File: config.mk
export PLATFORM = sky130hd
export DESIGN_NAME = alu_instr_sequencer
export DESIGN_NICKNAME = d
export VERILOG_FILES = /design/src/rtl/alu_instr_sequencer.sv
export SDC_FILE = /design/constraint.sdc
export NUM_CORES = 1
export LEC_CHECK = 0
export CAP_MARGIN = 20
export CORE_UTILIZATION = 27
export DETAILED_ROUTE_END_ITERATION = 8
export PLACE_DENSITY = 0.8
export SYNTH_ARGS = -nofsm -noshare
export SYNTH_HDL_FRONTEND = slang
export SYNTH_SLANG_ARGS = --single-unit
File: constraint.sdc
create_clock -name clock -period 1.95 [get_ports clock]
set_input_delay 0.195 -clock clock [delete_from_list [all_inputs] [get_ports clock]]
set_output_delay 0.195 -clock clock [all_outputs]
set_load 0.01 [all_outputs]
File: src/rtl/alu_instr_sequencer.sv
// Control-step sequencer for the DataPath: fetch (T0-T2) and execute (T3-T5/T6)
// steps for three-register ALU instructions, with run/halt, memory waits and HI/LO write-back.
module alu_instr_sequencer #(
    parameter int                     DATA_W      = 32,
    parameter int                     NUM_REGS    = 16,
    parameter int                     SEL_W       = 4,
    parameter int                     OPCODE_W    = 5,
    parameter logic [OPCODE_W-1:0]    MUL_OPCODE  = 5'b01111,
    parameter logic [OPCODE_W-1:0]    DIV_OPCODE  = 5'b10000,
    parameter logic [OPCODE_W-1:0]    HALT_OPCODE = 5'b11011
) (
    input  logic                  clock,
    input  logic                  clear,
    input  logic                  run,
    input  logic                  mem_ready,
    input  logic [DATA_W-1:0]     ir,
    output logic                  PCout,
    output logic                  IncPC,
    output logic                  MARin,
    output logic                  Zin,
    output logic                  Zlo_out,
    output logic                  Zhi_out,
    output logic                  PCin,
    output logic                  Read,
    output logic                  MDRin,
    output logic                  MDRout,
    output logic                  IRin,
    output logic                  Yin,
    output logic                  HIin,
    output logic                  LOin,
    output logic [NUM_REGS-1:0]   Rin,
    output logic [NUM_REGS-1:0]   Rout,
    output logic [OPCODE_W-1:0]   alu_op,
    output logic                  instr_done,
    output logic                  halted,
    output logic [3:0]            state
);

    typedef enum logic [3:0] {
        S_IDLE = 4'd0,
        S_T0   = 4'd1,
        S_T1   = 4'd2,
        S_T2   = 4'd3,
        S_T3   = 4'd4,
        S_T4   = 4'd5,
        S_T5   = 4'd6,
        S_T6   = 4'd7,
        S_HALT = 4'd8
    } state_t;

    state_t cur_state, nxt_state;

    logic [OPCODE_W-1:0] opcode;
    logic [SEL_W-1:0]    ra, rb, rc;
    logic                wide_op;
    logic                unused_ir_bits;

    assign opcode  = ir[DATA_W-1 -: OPCODE_W];
    assign ra      = ir[DATA_W-OPCODE_W-1 -: SEL_W];
    assign rb      = ir[DATA_W-OPCODE_W-SEL_W-1 -: SEL_W];
    assign rc      = ir[DATA_W-OPCODE_W-2*SEL_W-1 -: SEL_W];
    assign wide_op = (opcode == MUL_OPCODE) || (opcode == DIV_OPCODE);
    assign unused_ir_bits = ^ir[DATA_W-OPCODE_W-3*SEL_W-1:0];

    // Field values beyond the register file select nothing.
    function automatic logic [NUM_REGS-1:0] reg_sel(input logic [SEL_W-1:0] v);
        logic [NUM_REGS-1:0] oh;
        oh = '0;
        for (int i = 0; i < NUM_REGS; i++) begin
            if (v == SEL_W'(i)) oh[i] = 1'b1;
        end
        return oh;
    endfunction

    always_ff @(posedge clock or negedge clear) begin
        if (!clear) cur_state <= S_IDLE;
        else        cur_state <= nxt_state;
    end

    assign state = cur_state;

    always_comb begin
        nxt_state  = cur_state;
        PCout      = 1'b0;
        IncPC      = 1'b0;
        MARin      = 1'b0;
        Zin        = 1'b0;
        Zlo_out    = 1'b0;
        Zhi_out    = 1'b0;
        PCin       = 1'b0;
        Read       = 1'b0;
        MDRin      = 1'b0;
        MDRout     = 1'b0;
        IRin       = 1'b0;
        Yin        = 1'b0;
        HIin       = 1'b0;
        LOin       = 1'b0;
        Rin        = '0;
        Rout       = '0;
        alu_op     = '0;
        instr_done = 1'b0;
        halted     = 1'b0;

        case (cur_state)
            S_IDLE: begin
                if (run) nxt_state = S_T0;
            end
            S_T0: begin
                PCout     = 1'b1;
                IncPC     = 1'b1;
                MARin     = 1'b1;
                Zin       = 1'b1;
                nxt_state = S_T1;
            end
            S_T1: begin
                // Held while memory stalls; reloading PC from Z is harmless.
                Zlo_out = 1'b1;
                PCin    = 1'b1;
                Read    = 1'b1;
                MDRin   = 1'b1;
                if (mem_ready) nxt_state = S_T2;
            end
            S_T2: begin
                MDRout    = 1'b1;
                IRin      = 1'b1;
                nxt_state = S_T3;
            end
            S_T3: begin
                if (opcode == HALT_OPCODE) begin
                    nxt_state = S_HALT;
                end else begin
                    Rout      = reg_sel(rb);
                    Yin       = 1'b1;
                    nxt_state = S_T4;
                end
            end
            S_T4: begin
                Rout      = reg_sel(rc);
                Zin       = 1'b1;
                alu_op    = opcode;
                nxt_state = S_T5;
            end
            S_T5: begin
                Zlo_out = 1'b1;
                alu_op  = opcode;
                if (wide_op) begin
                    LOin      = 1'b1;
                    nxt_state = S_T6;
                end else begin
                    Rin        = reg_sel(ra);
                    instr_done = 1'b1;
                    nxt_state  = run ? S_T0 : S_IDLE;
                end
            end
            S_T6: begin
                Zhi_out    = 1'b1;
                HIin       = 1'b1;
                alu_op     = opcode;
                instr_done = 1'b1;
                nxt_state  = run ? S_T0 : S_IDLE;
            end
            S_HALT: begin
                halted = 1'b1;
            end
            default: begin
                nxt_state = S_IDLE;
            end
        endcase
    end

endmodule

==> impl_metrics.yaml <==
clocking:
  cts.clk_slew.worst_paths_ns: 0.04
  clkSinkCount: 4
  tritoncts: "yes"
  cts_made_buffers: 3
  ctsHtreeMaxLevel: 1
  clock_latency_ns: 0.23
  root_buffer: "clkbuf_4"
  clockBufferDepth: 2
floorplan:
  initial_core_util_pct: 29.17
  rows: 19
  ios: 93
  die_area_mm2: 0.003255
  core_area_mm2: 0.002805
  die_h_um: 57.05
  die_w_um: 57.05
route:
  num_vias: 1452
  avgRoutedWirePerCell_um: 16.21
  vias_per_cell: 5.521
  totalWireLength_mm: 4.264
  first_iter_violations: 111
  ant_nets: 0
  drcViolationCount: 16
  dr.pass1.iters: 6
sta:
  finalHoldViolations: 0
  rsz0062_at_grt: "true"
  setup_tns_ns: -2.319
  worstMarginPinSlew_ns: 0.3974
  setup_slack_ns: -0.1742
  fin_skew_ns: 0.003565
  setup_viol: 17
  post-route-min-period_ns: 2.124
  drv_slew: 0
  slew_headroom_pct: 73.51
  max_freq_mhz: 470.8
  layout_worst_path_cycle_share_pct: 108.9
worst_setup_path:
  cp.arrival_ns: 1.93
  crit_slowest_cell: "or4b_4"
  worst_path_largest_cell_delay_ns: 0.56
  worstPathCellList: "or4b_4, a21oi_4, buf_4, nand3b_1, o22ai_1, buf_2"
  critPathCaptureType: "output pin"
  critical_path.max_fanout: 4
  startpoint_type: "register"
  cp.required_ns: 1.75
  critical_path_class: "register to output pin"
place:
  place_ws_ns: -0.5105
  placed_cells: 245
  port_buffers: 77
  routabilityCongestion: 0.8798
  place_hpwl_mm: 2.756
  dpl-instance-area_mm2: 0.001753
grt:
  grt_overflow: 0
  grt_max_degree: 10
  grt_pass1_wl_mm: 5.885
  grt_usage_pct: 22.60
  antenna_found_initial: 0
  grt_pass1_vias: 1299
yosys:
  synth_edf_count: 0
  synth_commonest_cells: "nor2_1 (17), o22ai_1 (16), nand2b_1 (10)"
  syn_area_um2: 818.3
  synth_nets: 157
  synth-seq-cells: 4
  seq_area_frac_synth_pct: 12.23
  synthDominantCellAreaShare_pct: 12.23
  yosys_warnings: 0
  synthTopCellsByArea: "dfrtp_1 (12%), o22ai_1 (12%), nor2_1 (7.8%)"
  yosysMostFrequentCell: "nor2_1"
  postSynthCellCount: 121
  synth_area_leader_cell: "dfrtp_1"
  synth_ff_type: "dfrtp_1"
  synth.distinct_cells: 35
  async_reset_ff_share_pct: 100.0
  syn_area_per_cell_um2: 6.763
power:
  p_leak_uw: 0.001115
  ir_worst_vdd_uv: 677.0
  power.total_uw: 1614
  power_density_mw_per_mm2: 772.9
finish:
  final_layout_size_suffix_gt1_share_pct: 56.90
  fin_nets: 270
  final_cell_area_mm2: 0.002088
  syn2layout_area_growth_pct: 155.2
  diodes: 0
  nFillCells: 196
  largest_reg_flops: 4
  layoutNonFillerInstCount: 263
status:
  status: "finished, violations left"
  violations: "DRC, setup timing"
flow_run:
  cap_violations: 0
hold_path:
  min-delay-path-class: "input port to async pin"
==> worst max-delay path: cells and delay by family (launching register included) <==
kind            cells  cell delay (ns)
flops               1             0.38
buf+inv             2             0.30
simple gates        2             0.70
compound gates      2             0.32
==> final timing paths <==
path / startpoint / slack (ns) / cells after the start / to
min in group clock: ir[29] / 0.54 / 5 / state[3]$_DFFE_PN0P_
hold reg to reg: state[0]$_DFFE_PN0P_ / 0.62 / 2 / state[3]$_DFFE_PN0P_
setup / recovery: state[1]$_DFFE_PN0P_ / -0.17 / 6 / Rout[10]
max in group asynchronous: clear / 1.62 / 1 / state[1]$_DFFE_PN0P_
setup reg to reg: state[1]$_DFFE_PN0P_ / 0.23 / 7 / state[2]$_DFFE_PN0P_
hold / removal: clear / 0.17 / 1 / state[3]$_DFFE_PN0P_
==> timing repair <==
item / in CTS / in global routing
hold buffers: 0 / 0
cloned: 0 / 0
setup buffers: 6 / 10
pin swaps: 16 / 13
gates resized for setup: 159 / 64
endpoints found under the setup margin: 47 / 45
==> report_power, final <==
group          internal, uW  switching [uW]
Combinational           744             632
Clock                  68.6            29.6
Sequential              114            25.3
Total                   927             687
==> layout by cell type (no fill, tap or decap), types with 6 or more instances in the layout <==
cell | netlist | routed
dlygate4sd2_1 | 0 | 8
nor2_1 | 17 | 10
o22ai_2 | 0 | 10
buf_4 | 6 | 36
buf_2 | 2 | 30
clkdlybuf4s50_1 | 0 | 20
nor2_2 | 0 | 6
o22ai_1 | 16 | 6
dlymetal6s2s_1 | 0 | 15
buf_6 | 2 | 6
nand2b_1 | 10 | 10
nand2_1 | 9 | 7
==> through the flow <==
| stage | hold WS (ns) | utilization, % |
|---|---|---|
| 5_1_grt | 0.1770 | 74.44 |
| 6_report | 0.1672 | 74.44 |
| 2_1_floorplan | -0.1006 | - |
| 4_1_cts | 0.1662 | 65.74 |
| 3_5_place_dp | 0.4074 | 62.49 |
| 3_3_place_gp | 0.4066 | 62.49 |
==> cells by family (layout without fill, tap and decap cells) <==
kind of cell	after synthesis	in the layout	synth area share, %
AOI/OAI and AO/OA	24	24	20.95
buffers and inverters	13	124	10.86
DFF	4	4	12.23
muxes	1	1	1.223
and+or+nand+nor	79	79	54.74
==> metal layers <==
layer | vias to the layer above | routed length (um) | GRT usage (%)
li1 | 671 | - | -
met2 | 87 | 2249 | 43.53
met4 | 0 | 78 | 4.878
met3 | 13 | 329 | 3.175
met5 | - | 0 | 0
met1 | 681 | 1606 | 26.25
==> final cells by class <==
type,instances,area (um2),share of cell area (%)
inverters,1,3.754,0.1797
well taps,31,38.79,1.857
repair buffers,120,985.9,47.21
multi-input cells,104,937.1,44.88
flip-flops and latches,4,100.1,4.793
clock buffers,3,22.52,1.078
(Power assumes the default switching activity.)
